**config.mk**
```make
export PLATFORM = sky130hd
export DESIGN_NAME = multicycle_controller
export DESIGN_NICKNAME = d
export VERILOG_FILES = /design/src/rtl/multicycle_controller.sv
export SDC_FILE = /design/constraint.sdc
export NUM_CORES = 1
export LEC_CHECK = 0
export BUFFER_PORTS_ARGS = -buffer_cell sky130_fd_sc_hd__buf_2
export CAP_MARGIN = 20
export CORE_MARGIN = 2
export CORE_UTILIZATION = 35
export DETAILED_ROUTE_END_ITERATION = 8
export PLACE_DENSITY = 0.74
export SKIP_CTS_REPAIR_TIMING = 1
export SLEW_MARGIN = 20
export SYNTH_ARGS = -nofsm -noshare
export SYNTH_HDL_FRONTEND = slang
export SYNTH_SLANG_ARGS = --single-unit
```
**constraint.sdc**
```tcl
create_clock -name clk -period 1.9 [get_ports clk]
set_input_delay 0.095 -clock clk [delete_from_list [all_inputs] [get_ports clk]]
set_output_delay 0.095 -clock clk [all_outputs]
set_load 0.03 [all_outputs]
```
**src/rtl/multicycle_controller.sv**
```systemverilog
// Control FSM for the shared multi-cycle RISC-V datapath: sequences fetch,
// decode, execute, memory and writeback, and drives datapath selects/enables.
module multicycle_controller #(
  parameter bit EN_JAL = 1'b1
) (
  input  logic       clk,
  input  logic       rst_n,
  input  logic [6:0] Op,
  input  logic       Zero,
  input  logic       mem_ready,
  output logic       mem_req,
  output logic       AdrSrc,
  output logic       IRWrite,
  output logic       PCWrite,
  output logic       MemWrite,
  output logic       RegWrite,
  output logic [1:0] ResultSrc,
  output logic [1:0] ALUSrcA,
  output logic [1:0] ALUSrcB,
  output logic [1:0] ALUOp,
  output logic [1:0] ImmSrc,
  output logic       illegal_op,
  output logic       instr_done
);

  localparam logic [3:0] S_IDLE     = 4'd0;
  localparam logic [3:0] S_FETCH    = 4'd1;
  localparam logic [3:0] S_DECODE   = 4'd2;
  localparam logic [3:0] S_MEMADR   = 4'd3;
  localparam logic [3:0] S_MEMREAD  = 4'd4;
  localparam logic [3:0] S_MEMWB    = 4'd5;
  localparam logic [3:0] S_MEMWRITE = 4'd6;
  localparam logic [3:0] S_EXECUTER = 4'd7;
  localparam logic [3:0] S_EXECUTEI = 4'd8;
  localparam logic [3:0] S_JAL      = 4'd9;
  localparam logic [3:0] S_ALUWB    = 4'd10;
  localparam logic [3:0] S_BEQ      = 4'd11;

  localparam logic [6:0] OP_LOAD  = 7'b0000011;
  localparam logic [6:0] OP_STORE = 7'b0100011;
  localparam logic [6:0] OP_RTYPE = 7'b0110011;
  localparam logic [6:0] OP_IALU  = 7'b0010011;
  localparam logic [6:0] OP_BEQ   = 7'b1100011;
  localparam logic [6:0] OP_JAL   = 7'b1101111;

  logic [3:0] state_q;
  logic [3:0] state_d;
  logic       pc_update_s;
  logic       branch_s;
  logic [1:0] imm_dec_s;

  // State register; async clear forces IDLE immediately, mid-instruction included
  always_ff @(posedge clk or negedge rst_n) begin
    if (!rst_n) begin
      state_q <= S_IDLE;
    end else begin
      state_q <= state_d;
    end
  end

  // Immediate format from the opcode
  always_comb begin
    case (Op)
      OP_LOAD, OP_IALU: imm_dec_s = 2'b00;
      OP_STORE:         imm_dec_s = 2'b01;
      OP_BEQ:           imm_dec_s = 2'b10;
      OP_JAL:           imm_dec_s = 2'b11;
      default:          imm_dec_s = 2'b00;
    endcase
  end

  // Next-state and Moore/Mealy output decode
  always_comb begin
    state_d     = S_FETCH;
    mem_req     = 1'b0;
    AdrSrc      = 1'b0;
    IRWrite     = 1'b0;
    MemWrite    = 1'b0;
    RegWrite    = 1'b0;
    ResultSrc   = 2'b00;
    ALUSrcA     = 2'b00;
    ALUSrcB     = 2'b00;
    ALUOp       = 2'b00;
    illegal_op  = 1'b0;
    instr_done  = 1'b0;
    pc_update_s = 1'b0;
    branch_s    = 1'b0;
    case (state_q)
      S_IDLE: begin
        state_d = S_FETCH;
      end
      S_FETCH: begin
        mem_req     = 1'b1;
        ALUSrcB     = 2'b10;
        ResultSrc   = 2'b10;
        IRWrite     = mem_ready;
        pc_update_s = mem_ready;
        state_d     = mem_ready ? S_DECODE : S_FETCH;
      end
      S_DECODE: begin
        // Precompute branch/jump target into ALUOut
        ALUSrcA = 2'b01;
        ALUSrcB = 2'b01;
        case (Op)
          OP_LOAD, OP_STORE: state_d = S_MEMADR;
          OP_RTYPE:          state_d = S_EXECUTER;
          OP_IALU:           state_d = S_EXECUTEI;
          OP_BEQ:            state_d = S_BEQ;
          OP_JAL: begin
            if (EN_JAL) begin
              state_d = S_JAL;
            end else begin
              illegal_op = 1'b1;
              state_d    = S_FETCH;
            end
          end
          default: begin
            illegal_op = 1'b1;
            state_d    = S_FETCH;
          end
        endcase
      end
      S_MEMADR: begin
        ALUSrcA = 2'b10;
        ALUSrcB = 2'b01;
        state_d = (Op == OP_LOAD) ? S_MEMREAD : S_MEMWRITE;
      end
      S_MEMREAD: begin
        mem_req = 1'b1;
        AdrSrc  = 1'b1;
        state_d = mem_ready ? S_MEMWB : S_MEMREAD;
      end
      S_MEMWB: begin
        ResultSrc  = 2'b01;
        RegWrite   = 1'b1;
        instr_done = 1'b1;
        state_d    = S_FETCH;
      end
      S_MEMWRITE: begin
        mem_req    = 1'b1;
        AdrSrc     = 1'b1;
        MemWrite   = 1'b1;
        instr_done = mem_ready;
        state_d    = mem_ready ? S_FETCH : S_MEMWRITE;
      end
      S_EXECUTER: begin
        ALUSrcA = 2'b10;
        ALUSrcB = 2'b00;
        ALUOp   = 2'b10;
        state_d = S_ALUWB;
      end
      S_EXECUTEI: begin
        ALUSrcA = 2'b10;
        ALUSrcB = 2'b01;
        ALUOp   = 2'b10;
        state_d = S_ALUWB;
      end
      S_JAL: begin
        // PC loads the target from ALUOut while PC+4 is formed for rd
        ALUSrcA     = 2'b01;
        ALUSrcB     = 2'b10;
        pc_update_s = 1'b1;
        state_d     = S_ALUWB;
      end
      S_ALUWB: begin
        RegWrite   = 1'b1;
        instr_done = 1'b1;
        state_d    = S_FETCH;
      end
      S_BEQ: begin
        ALUSrcA    = 2'b10;
        ALUSrcB    = 2'b00;
        ALUOp      = 2'b01;
        branch_s   = 1'b1;
        instr_done = 1'b1;
        state_d    = S_FETCH;
      end
      default: begin
        state_d = S_FETCH;
      end
    endcase
  end

  // Immediate select is live in every reachable non-IDLE state
  always_comb begin
    if ((state_q != S_IDLE) && (state_q <= S_BEQ)) begin
      ImmSrc = imm_dec_s;
    end else begin
      ImmSrc = 2'b00;
    end
  end

  assign PCWrite = pc_update_s | (branch_s & Zero);

endmodule

```
After elaboration in Yosys (flattened, before gate mapping)
Index checks and enable logic that the tools add are counted.
- order comparisons: 1
- muxes and demuxes: 22
- reductions and logical operators: 14
- bitwise gates (word level): 2
- equality and inequality tests: 17
- operator list (operator ; count):
    $pmux 4 s6 ; 1
    $pmux 4 s5 ; 1
    $eq 4x3->1 const B ; 4
    $eq 4x4->1 const B ; 4
    $pmux 2 s2 ; 4
    $eq 7x6->1 const B ; 2
    $eq 7x7->1 const B ; 2
    $reduce_or 2->1 ; 6
    $reduce_or 3->1 ; 4
    $mux 1 ; 9
    $eq 4x2->1 const B ; 2
    $eq 7x2->1 const B ; 1
    $eq 7x5->1 const B ; 1
    $mux 2 ; 3
    $pmux 2 s3 ; 1
    $reduce_or 6->1 ; 1
    $eq 4x1->1 const B ; 1
    $le 4x4->1 const B ; 1
    $pmux 1 s2 ; 2
    $reduce_bool 4->1 ; 1
    $reduce_or 4->1 ; 1
    $mux 3 ; 1
    $and 1x1->1 ; 1
    $logic_and 1x1->1 ; 1
    $or 1x1->1 ; 1
- input port bits: 11
- output and inout port bits: 18
- word-level logic and storage cells: 57
- flip-flop bits (word level): 4

Longest topological paths before layout
- word-level depth: 4
- mapped depth: 5
- mapped depth without buffers: 4

Worst setup path before layout
OpenSTA, ideal clock, no wires.
- path type: flip-flop to output port
- start point: reg state_q[1]
- end point: out IRWrite
- stages on the path, launching flop included: 6
- slack: -97 ps
- data arrival time: 1902 ps
- path buffers: 1
- cells stage by stage: dfrtp_1 > buf_2 > inv_1 > nand2_1 > nor3_1 > and2_1
- word-level cells in the longest chain between the ends: 2
- RTL lines (what ; line ; source):
    from (decl) ; 46 ; logic [3:0] state_q;
    from (signal assigned) ; 57 ; state_q <= state_d;
    $eq 4x1->1 ; 88 ; case (state_q)
    $mux 1 ; 88 ;
    to (decl) ; 13 ; output logic IRWrite,
No other way between the ends.

Worst setup path after layout
- start point: reg state_q[3]
- end point: out instr_done
- word-level cells in the longest chain between the ends: 3
- elaborated cells between the ends (all ways): 6
- RTL lines (what ; line ; source):
    $eq 4x4->1 / $eq 4x3->1 (equally long branches) ; 88 ;
    $reduce_or 3->1 (no source line) ; - ;
    $pmux 1 s2 (*) ; 88 ;
    to (decl) ; 23 ; output logic instr_done
Mark *: on every way between the ends. The rest lies on a longest branch, timed or not.

==> flow_summary.yaml <==
sta:
  slew_violations: 0
  hold_ws_ns: 0.136
  fmax_ghz: 0.581
  final.setup.tns_ns: 0
  fin_crit_ns: 1.72
  final.setup_skew_ns: 0.00468
  hold_viol_final: 0
  tightest_slew_ns: 0.332
  min_period_over_period: 0.905
  relSlewSlack: 0.778
  setup_slack_ns: 0.180
  rsz0062_at_grt: "no"
  finalSetupViolations: 0
global_route:
  grt_max_degree: 15
  antenna_found_initial: 0
  grt_pass1_wl_um: 2370
  gr-usage-all-layers: 0.162
  grt_pass1_vias: 587
  grt_overflow: 0
setup_path:
  worstPathRequired_ns: 1.80
  arrival_ns: 1.62
  end_kind: "output pin"
  crit_type: "register to output pin"
  cp-start-kind: "register"
  path_max_fanout: 14
finish:
  finalNetCount: 125
  final_core_util: 0.506
  nFillCells: 161
  drive_gt1_frac: 0.375
  largest_registers: "state_q x4"
  fin_area_sq_um: 762
  largest_register_ffs: 4
  synthToLayoutAreaGrowth_pct: 35.9
  largest-register: "state_q"
  n_antenna_cell: 0
clock_tree:
  htree_levels: 1
  clk_pin_slew_ns: 0.03
  root_buffer: "clkbuf_4"
  clock_sinks: 4
  clockBufferDepth: 2
  clk-insertion-delay-late_ns: 0.24
  cts_tree: "yes"
  cts_made_buffers: 3
floorplan:
  fp-row-count: 14
  ioPinCount: 29
  fp.dieArea_sq_um: 1940
  dieWidth_um: 44.0
  core_sq_um: 1510
  fp.dieH_um: 44.0
  start_util: 0.372
placed_design:
  io_buffers: 28
  place_area_sq_um: 727
  preCtsSetupSlack_ns: 0.342
  place.gp.congestion: 0.792
  dp_hpwl_um: 1190
power_and_ir_drop:
  vdd_drop_max_mv: 0.725
  power.density_nw_per_um2: 1780
  leakage_nw: 0.372
yosys:
  post-synth-top-count-cell: "nor2_1"
  yosysSeqAreaShare: 0.179
  synth_area_leaders: "dfrtp_1 18%, nor3_1 7.1%, nor2_1 6.0%, o22ai_1 5.6%, o21ai_0 5.4%"
  synth-edff-count: 0
  synth_top_area_frac: 0.179
  ys_async_sr_fraction: 1.00
  ys_types: 30
  synth_area_leader_cell: "dfrtp_1"
  synth_common_cells: "9 x nor2_1, 8 x nor3_1, 7 x nand2_1"
  ys_seq_elements: 4
  netlist_area_sq_um: 561
  synth_top_flop_cell: "dfrtp_1"
  syn_inst: 83
  syn_area_per_cell_sq_um: 6.75
  ys_warn_count: 0
  syn-num-nets: 94
drt:
  drc: 0
  viasPerCell: 5.55
  vias: 711
  first_pass_iters: 4
  drtAntennaViolNets: 0
  finalWirelength_um: 1480
  wl_per_cell_um: 11.6
  dr.first_iter.drc_count: 24
status:
  outcome: "finished, final reports clean"
run:
  max-cap-violations: 0
hold_path:
  hold_class: "primary input to register"
[cells by family (layout without fill, tap and decap cells)]
logic type,count (synthesis),count (layout),share of synthesized area
buffers and inverters,9,38,0.0692
xor gates and xnor gates,1,1,0.0156
adders and majority gates,1,1,0.0179
DFF,4,4,0.179
AOI/OAI and AO/OA,24,24,0.268
and+or+nand+nor,44,44,0.451
[worst max-delay path: stages, from the launching register on]
cell,delay [ns]
dfrtp_2,0.48
nand2b_1,0.25
nor2_1,0.20
a21boi_0,0.14
o22ai_2,0.12
buf_2,0.21
[cells in the final DEF, fill, tap and decap left out, drive strengths merged]
cell type    synthesis  routed
buf                  4      31
nor2                10      10
nor3                 8       8
nand2                7       7
o21ai                6       6
o22ai                5       5
nand2b               4       4
a21oi                4       4
dfrtp                4       4
inv                  3       3
a31oi                3       3
clkbuf               2       3
or2                  2       2
nand3                2       2
nor2b                2       2
nor3b                2       2
and3                 2       2
a21o                 2       2
a21boi               1       1
and2                 1       1
or3                  1       1
xnor2                1       1
nand4bb              1       1
a2111oi              1       1
maj3                 1       1
or4                  1       1
o32a                 1       1
a211oi               1       1
nand4                1       1
dlygate4sd3          0       1
[layer usage]
metal / GRT usage / share of wire / vias up
met1: 0.206 / 0.44 / 316
li1: - / - / 362
met4: 0.0182 / 0 / 0
met5: 0 / 0 / -
met2: 0.271 / 0.48 / 33
met3: 0.0612 / 0.083 / 0
[path summary, 6_finish.rpt]
| path | start | to | slack, ns | cells past startpoint |
|---|---|---|---|---|
| max | state_q[3] | instr_done | 0.18 | 5 |
| min | Op[4] | state_q[0] | 0.14 | 2 |
| max reg2reg | state_q[2] | state_q[1] | 0.42 | 3 |
| min reg2reg | state_q[0] | state_q[0] | 0.60 | 3 |
| max in group asynchronous | rst_n | state_q[3] | 1.58 | 2 |
| min in group asynchronous | rst_n | state_q[2] | 0.19 | 2 |
[power by group]
part	internal (mW)	leakage, nW	switching (mW)
sequential	0.130	0.0471	0.0903
clock	0.0707	0.0138	0.0360
combinational	0.354	0.311	0.675
[metrics by stage]
stage          power (mW)  cells
3_5_place_dp         1.25    124
4_1_cts              1.36    127
5_1_grt              1.48    128
2_1_floorplan       0.996     83
3_3_place_gp         1.23    124
6_report             1.36    128
[layout make-up]
class                   count  area [sq um]  area share
clock buffers               3          22.5      0.0296
inverters                   3          11.3      0.0148
multi-input cells          70           433       0.568
flip-flops and latches      4           103       0.135
well taps                  16          20.0      0.0263
repair buffers             32           173       0.227
Power figures use the tool's default switching activity.
